==> src/rtl/mips_cpu_pkg.sv <==
// ---------------------------------------------------------------------------
// mips_cpu_pkg
// Shared definitions for the CPU memory path:
//   arb_state_t  - state encoding of the Avalon memory arbiter
//   BE_WORD      - byteenable for a full 32-bit word access
//   word_align() - clears the two byte-offset bits of a byte address
// ---------------------------------------------------------------------------
package mips_cpu_pkg;

  typedef enum logic [1:0] {
    IDLE    = 2'd0,
    GRANT_I = 2'd1,
    GRANT_D = 2'd2,
    RESP    = 2'd3
  } arb_state_t;

  localparam logic [3:0] BE_WORD = 4'b1111;

  // Avalon addresses are word aligned; byte lanes are selected by byteenable.
  function automatic logic [31:0] word_align(input logic [31:0] addr);
    return addr & 32'hFFFF_FFFC;
  endfunction

endpackage

==> src/rtl/avalon_mem_arbiter.sv <==
// ---------------------------------------------------------------------------
// avalon_mem_arbiter
// Arbitrates an instruction-fetch port and a data port onto one Avalon-MM
// master. One access is outstanding at a time: IDLE -> GRANT_x -> RESP -> IDLE.
//
// Parameter:
//   DATA_PRIORITY   1: data port wins simultaneous requests, 0: fetch wins
// Ports:
//   clk, reset                  clock, synchronous active-high reset
//   i_req, i_addr               fetch request (held until i_done), byte address
//   i_rdata, i_done             fetched word, one-cycle completion pulse
//   d_req, d_we, d_addr,
//   d_wdata, d_byteenable       data request (held until d_done) and payload
//   d_rdata, d_done             load word, one-cycle completion pulse
//   avm_*                       Avalon-MM master
//   stall                       freezes the CPU while an access is outstanding
// ---------------------------------------------------------------------------
module avalon_mem_arbiter
  import mips_cpu_pkg::*;
#(
  parameter logic DATA_PRIORITY = 1'b1
) (
  input  logic        clk,
  input  logic        reset,
  input  logic        i_req,
  input  logic [31:0] i_addr,
  output logic [31:0] i_rdata,
  output logic        i_done,
  input  logic        d_req,
  input  logic        d_we,
  input  logic [31:0] d_addr,
  input  logic [31:0] d_wdata,
  input  logic [3:0]  d_byteenable,
  output logic [31:0] d_rdata,
  output logic        d_done,
  output logic [31:0] avm_address,
  output logic        avm_read,
  output logic        avm_write,
  output logic [31:0] avm_writedata,
  output logic [3:0]  avm_byteenable,
  input  logic [31:0] avm_readdata,
  input  logic        avm_waitrequest,
  output logic        stall
);

  arb_state_t  r_state;
  logic [31:0] r_i_rdata;
  logic        r_i_done;
  logic [31:0] r_d_rdata;
  logic        r_d_done;
  logic [31:0] r_avm_address;
  logic        r_avm_read;
  logic        r_avm_write;
  logic [31:0] r_avm_writedata;
  logic [3:0]  r_avm_byteenable;

  logic        w_grant_d;
  logic        w_grant_i;

  // Grant selection for the IDLE state; DATA_PRIORITY only breaks ties.
  always_comb begin
    w_grant_d = 1'b0;
    w_grant_i = 1'b0;
    if (d_req && (!i_req || DATA_PRIORITY)) begin
      w_grant_d = 1'b1;
    end else if (i_req) begin
      w_grant_i = 1'b1;
    end else begin
      w_grant_d = 1'b0;
      w_grant_i = 1'b0;
    end
  end

  // Arbiter FSM with all outputs registered.
  always_ff @(posedge clk) begin
    if (reset) begin
      r_state          <= IDLE;
      r_i_rdata        <= 32'h0000_0000;
      r_i_done         <= 1'b0;
      r_d_rdata        <= 32'h0000_0000;
      r_d_done         <= 1'b0;
      r_avm_address    <= 32'h0000_0000;
      r_avm_read       <= 1'b0;
      r_avm_write      <= 1'b0;
      r_avm_writedata  <= 32'h0000_0000;
      r_avm_byteenable <= 4'b0000;
    end else begin
      case (r_state)
        IDLE: begin
          // Request payload is captured here so the requester may change it
          // while the access is in flight.
          if (w_grant_d) begin
            r_state          <= GRANT_D;
            r_avm_address    <= word_align(d_addr);
            r_avm_writedata  <= d_wdata;
            r_avm_byteenable <= d_byteenable;
            r_avm_read       <= ~d_we;
            r_avm_write      <= d_we;
          end else if (w_grant_i) begin
            r_state          <= GRANT_I;
            r_avm_address    <= word_align(i_addr);
            r_avm_byteenable <= BE_WORD;
            r_avm_read       <= 1'b1;
            r_avm_write      <= 1'b0;
          end else begin
            r_state <= IDLE;
          end
        end
        GRANT_I: begin
          // avm_* simply hold while waitrequest is high.
          if (!avm_waitrequest) begin
            r_i_rdata   <= avm_readdata;
            r_i_done    <= 1'b1;
            r_avm_read  <= 1'b0;
            r_avm_write <= 1'b0;
            r_state     <= RESP;
          end else begin
            r_state <= GRANT_I;
          end
        end
        GRANT_D: begin
          if (!avm_waitrequest) begin
            // Writes leave the last load value in place.
            if (r_avm_read) begin
              r_d_rdata <= avm_readdata;
            end else begin
              r_d_rdata <= r_d_rdata;
            end
            r_d_done    <= 1'b1;
            r_avm_read  <= 1'b0;
            r_avm_write <= 1'b0;
            r_state     <= RESP;
          end else begin
            r_state <= GRANT_D;
          end
        end
        RESP: begin
          // Requests are not looked at here; the served port drops its req
          // during the following IDLE cycle, so a waiting port wins cleanly.
          r_i_done <= 1'b0;
          r_d_done <= 1'b0;
          r_state  <= IDLE;
        end
        default: begin
          r_state     <= IDLE;
          r_i_done    <= 1'b0;
          r_d_done    <= 1'b0;
          r_avm_read  <= 1'b0;
          r_avm_write <= 1'b0;
        end
      endcase
    end
  end

  assign i_rdata        = r_i_rdata;
  assign i_done         = r_i_done;
  assign d_rdata        = r_d_rdata;
  assign d_done         = r_d_done;
  assign avm_address    = r_avm_address;
  assign avm_read       = r_avm_read;
  assign avm_write      = r_avm_write;
  assign avm_writedata  = r_avm_writedata;
  assign avm_byteenable = r_avm_byteenable;

  // The done cycle releases the CPU even though req is still high then.
  assign stall = (i_req | d_req) & ~(r_i_done | r_d_done);

endmodule

==> config.mk <==
export PLATFORM = sky130hd
export DESIGN_NAME = avalon_mem_arbiter
export DESIGN_NICKNAME = d
export VERILOG_FILES = /design/src/rtl/mips_cpu_pkg.sv /design/src/rtl/avalon_mem_arbiter.sv
export SDC_FILE = /design/constraint.sdc
export NUM_CORES = 1
export LEC_CHECK = 0
export BUFFER_PORTS_ARGS = -buffer_cell sky130_fd_sc_hd__buf_2
export CAP_MARGIN = 20
export CORE_UTILIZATION = 45
export CTS_CLUSTER_SIZE = 28
export DETAILED_ROUTE_END_ITERATION = 7
export GPL_ROUTABILITY_DRIVEN = 0
export GPL_TIMING_DRIVEN = 0
export PLACE_DENSITY = 0.83
export RECOVER_POWER = 50
export SYNTH_ARGS = -nofsm -noshare
export SYNTH_HDL_FRONTEND = slang
export SYNTH_SLANG_ARGS = --single-unit
export TNS_END_PERCENT = 10
==> constraint.sdc <==
create_clock -name clk -period 2.1 [get_ports clk]
set_input_delay 0.105 -clock clk [delete_from_list [all_inputs] [get_ports clk]]
set_output_delay 0.105 -clock clk [all_outputs]
set_load 0.01 [all_outputs]
; After elaboration in Yosys (flattened, before gate mapping)
; Index checks and enable logic that the tools add are counted.
; Widths: inputs -> output; s select.
[totals]
regBits = 138
word_cells = 58
in_bits = 138
out_inout_bits = 137
[classes]
mux = 22
n_eq_ne = 7
bitwise = 6
reduce_logical = 13
[op_table]
columns = op, n
row1 = $mux 32, 2
row2 = $mux 1, 11
row3 = $reduce_and 2->1, 5
row4 = $mux 4, 2
row5 = $pmux 1 s2, 4
row6 = $pmux 2 s4, 1
row7 = $reduce_bool 2->1, 4
row8 = $ne 2x2->1 const B, 3
row9 = $reduce_and 3->1, 2
row10 = $eq 2x2->1 const B, 2
row11 = $mux 2, 2
row12 = $ne 3x3->1 const B, 1
row13 = $not 1->1, 3
row14 = $eq 2x1->1 const B, 1
row15 = $logic_not 2->1, 1
row16 = $or 1x1->1, 2
row17 = $reduce_or 2->1, 1
row18 = $and 1x1->1, 1

; Logic depth before layout (Yosys ltp)
[depth]
ltp_word = 5
depth_mapped = 7
depth_no_buf = 5

; Worst setup path before layout
; No wires, ideal clock.
[synth_path]
kind = reg2reg
start = register r_state[0]
end = register r_avm_write, in the netlist avm_write
slack_ps = 539
path_stages_with_launch = 6
setup_time_ps = 70
period_less_slack_ps = 1561
path_buffers = 0
arrival_time_ps = 1491
t_required_ps = 2030
path_cell_list = dfxtp_1 -> inv_1 -> ha_1 -> a21o_1 -> or4b_1 -> a21oi_1
[synth_between]
elab_chain_len = 4
elab_cells_between_ends = 9
cone_classes = eq/ne (4) / mux (1) / reduce/logical (4)
[synth_rtl]
columns = item, line_no
row1 = from (decl), avalon_mem_arbiter.sv:46  ; arb_state_t r_state;
row2 = from (signal assigned), avalon_mem_arbiter.sv:77  ; r_state <= IDLE;
row3 = from (signal assigned), avalon_mem_arbiter.sv:93  ; r_state <= GRANT_D;
row4 = from (signal assigned), avalon_mem_arbiter.sv:100  ; r_state <= GRANT_I;
row5 = $eq 2x2->1 or $eq 2x1->1 (tied branches), avalon_mem_arbiter.sv:88  ; case (r_state)
row6 = $reduce_or 2->1 (no line), -
row7 = $ne 2x2->1 (no line) or $reduce_bool 2->1 (tied branches), -
row8 = $reduce_and 3->1 (no line), -
row9 = to (signal assigned), avalon_mem_arbiter.sv:98  ; r_avm_write <= d_we;
row10 = to (decl), avalon_mem_arbiter.sv:53  ; logic r_avm_write;
; Several ways; a longest one is shown, not always the timed one.
; A chain may end at the register's enable or synchronous reset.

; Worst setup path after layout
[layout_path]
start = register r_state[0]
end = register r_avm_writedata[14], in the netlist avm_writedata[14]
[layout_between]
elab_chain_len = 2
[layout_rtl]
columns = item, line_no
row1 = $logic_not 2->1, avalon_mem_arbiter.sv:88
row2 = $reduce_and 2->1 (no line), -
row3 = to (signal assigned), avalon_mem_arbiter.sv:95  ; r_avm_writedata <= d_wdata;
row4 = to (decl), avalon_mem_arbiter.sv:54  ; logic [31:0] r_avm_writedata;
; Every way passes these cells.

==> summary.txt <==
Global route
  – Initial antenna violation count: 0
  – Gr usage total: 0.2837
  – Number of global-route vias before repair: about 5500
  – Gr ovfl total: 0
  – First-pass GRT wire length: ~26 mm
  – Pin count of the biggest net entering global routing: 17

Critical path
  – Critical Path Start: r_state[0]$_SDFF_PP0_
  – WS Path Type: reg -> reg
  – CP dominant cell by count: nand2_1
  – Type of element launching the critical path: register
  – R2r startpoint: r_state[0]$_SDFF_PP0_
  – Slowest stage delay, CP: between 0.4 and 0.5 ns
  – Slowest cell on the critical path: clkbuf_1
  – FF-to-FF setup slack: roughly 0.33 ns
  – CP Capture Type: register
  – Sequence of cells on the critical path: inv_1, ha_1, nand2_1, clkbuf_1, nand2_1, a21oi_1
  – Worst EP arrival: approximately 2.1 ns
  – CP max FO: 10
  – Critical Path RT: around 2.4 ns

Logic synthesis
  – Number of enable flip-flop cells after synthesis: 0
  – Post-Synthesis Cells: around 610
  – Post-synthesis cell type with the largest combined area: dfxtp_1
  – Number of synthesized register bits: between 100 and 150
  – Average size of a mapped cell: between 8 and 9 µm²
  – Area contributors post-synth: dfxtp_1 (53%), nand2_1 (14%), a21oi_1 (9.6%), mux2i_1 (5.9%), a211oi_1 (4.4%)
  – Synth unique cells: 28
  – Post-Syn Area: between 5000 and 6000 µm²
  – Post-synth top area share: 0.5320
  – Synth Warn #: 0
  – Post-synthesis sequential area ratio: 0.5320
  – Most common cell in the synthesized netlist: nand2_1
  – Async SR Flop Fraction: 0
  – Synth top cells by count: nand2_1 (194), dfxtp_1 (136), a21oi_1 (98)
  – Top_reg_cell synth: dfxtp_1

Floorplan
  – I/O pin count: around 280
  – Die X: roughly 110 µm
  – Starting Density: 0.4659
  – Row count: 38
  – Die H: 108.6 µm
  – Core ar.: roughly 11000 µm²
  – Die area: about 12000 µm²

Detailed routing
  – Drt via density: just over 5
  – First-pass DRT Iterations: 5
  – Initial DRC count: 362
  – Residual DRC count: 0
  – Remaining antenna violation count: 0
  – Routed len/inst: around 15 µm
  – Routed wire length: approximately 17 mm
  – Vias: between 5000 and 6000

STA
  – Max Slew Vio Count: 0
  – Setup TNS: 0 ns
  – # setup viols final: 0
  – F_max: 0.5653 GHz
  – Fin worst setup slack: 0.3312 ns
  – Tcrit/Tclk final: 0.8423
  – Tmin final: 1.769 ns
  – Final Hold Violating Endpoints: 0
  – Slew HR: 0.5951
  – RSZ-0062 raised after global routing: no
  – Worst slew pin tran: 0.6074 ns
  – Fin Clk Skew: 0.009007 ns

CTS
  – Root Driver: clkbuf_16
  – H-tree depth: 4
  – Worst-path clk slew: around 0.060 ns
  – Clock latency on the worst-skew pair: approximately 0.40 ns
  – CTS tree: yes
  – Clk buf depth: 2
  – Clock sink total: 136
  – Postcts setup bufs: 0
  – Num CTS Buffers: 17

Min path
  – Hold Crit Class: in -> reg
  – Hold Path Origin: i_addr[17]

Run status
  – Status: finished clean

Job
  – Max-cap violations: 0

Place
  – DP Worst Slack: between 0.3 and 0.4 ns
  – Input/output buffers: around 270
  – Hpwl dp: between 10 and 15 mm

Pwr
  – Lkg Pwr: around 3.2 nW
  – Worst IR Drop VDD: between 0.0006 and 0.0007 V
  – PwrDens: ~1000 nW/µm²

Final layout
  – N_diodes: 0
  – Fillers: 919
  – Share of cells above drive strength 1: 0.1976
  – Layout net count: roughly 1100
  – Area grow syn2layout: 51.52%
==> logic make-up (layout without fill, tap and decap cells) <==
| kind of cell | Yosys count | count (layout) | share of synthesized area |
|---|---|---|---|
| buf+inv | 53 | 420 | 0.04817 |
| simple gates | 250 | 250 | 0.1905 |
| other cells | 1 | 2 | 0.0007328 |
| fa+ha+maj | 5 | 5 | 0.01222 |
| compound gates | 139 | 139 | 0.1577 |
| flops | 136 | 136 | 0.5320 |
| mux | 30 | 30 | 0.05868 |
==> layout make-up <==
class | count | area [µm²] | area share
Clock inverter | 13 | 170.2 | 0.02195
Multi-Input combinational cell | 426 | 2152 | 0.2776
Inverter | 3 | 11.26 | 0.001452
Buffer | 50 | 235.2 | 0.03034
Sequential cell | 136 | 2723 | 0.3511
Tap cell | 140 | 175.2 | 0.02259
Clock buffer | 19 | 432.9 | 0.05583
Timing Repair Buffer | 335 | 1854 | 0.2391
==> path summary, 6_finish.rpt <==
check,end,cells after the start
hold reg to reg,avm_writedata[30]$_SDFFE_PP0P_,2
hold / removal,avm_address[17]$_SDFFE_PP0P_,3
setup / recovery,avm_writedata[14]$_SDFFE_PP0P_,6
setup reg to reg,avm_writedata[14]$_SDFFE_PP0P_,6
==> metrics by stage <==
stage / total power, W / hold WS (ns) / instances / area [µm²] / utilization
floorplan: 0.004031 / 0.2410 / 615 / 5121 / -
global placement: 0.004674 / 0.3464 / 1021 / 6628 / 0.6034
detailed placement: 0.004706 / 0.3519 / 1021 / 6628 / 0.6034
CTS: 0.007849 / 0.02498 / 1122 / 7921 / 0.7212
global route: 0.008143 / 0.04688 / 1122 / 7754 / 0.7060
finish: 0.007783 / 0.03890 / 1122 / 7754 / 0.7060
==> routing by layer <==
metal / GRT usage / vias to the layer above / share of wire
met1: 0.2922 / 2593 / 0.38
li1: - / 2756 / -
met3: 0.07352 / 42 / 0.067
met5: 0 / - / 0
met4: 0.1342 / 0 / 0.027
met2: 0.5312 / 279 / 0.52
==> worst max-delay path, delay by kind of cell, from the launching register on <==
| family | cells | cell delay (ns) |
|---|---|---|
| and+or+nand+nor | 2 | 0.39 |
| AOI/OAI and AO/OA | 1 | 0.18 |
| buffers and inverters | 2 | 0.51 |
| DFF | 1 | 0.36 |
| adders and majority gates | 1 | 0.26 |
==> sequential cells by signal, summed over array words and instances, names as in the netlist <==
register	count
i_rdata	32
avm_writedata	32
avm_address	30
avm_byteenable	4
d_done	1
d_rdata	32
r_state	2
avm_write	1
avm_read	1
i_done	1
==> power by group <==
group	switching [W]	internal (W)	total, W
Sequential	0.000167	0.00289	0.00306
Combinational	0.00101	0.000659	0.00167
Clock	0.00118	0.00188	0.00306
Total	0.00235	0.00543	0.00778
==> timing repair <==
action                                  4_1_cts  5_1_grt
endpoints found under the hold margin       100        0
resized for setup                             0        0
endpoints found under the setup margin        0        0
hold buffers                                 69        0
==> cell usage in the layout, fill, tap and decap left out, types with 17 or more instances in the layout <==
cell type	count
clkbuf_1	152
a211oi_1	30
mux2i_1	30
dlygate4sd3_1	69
dfxtp_1	136
buf_2	158
nand2_1	194
clkbuf_16	17
a21oi_1	98
nor2_1	43
No activity file was read; power rests on OpenSTA's default activity.
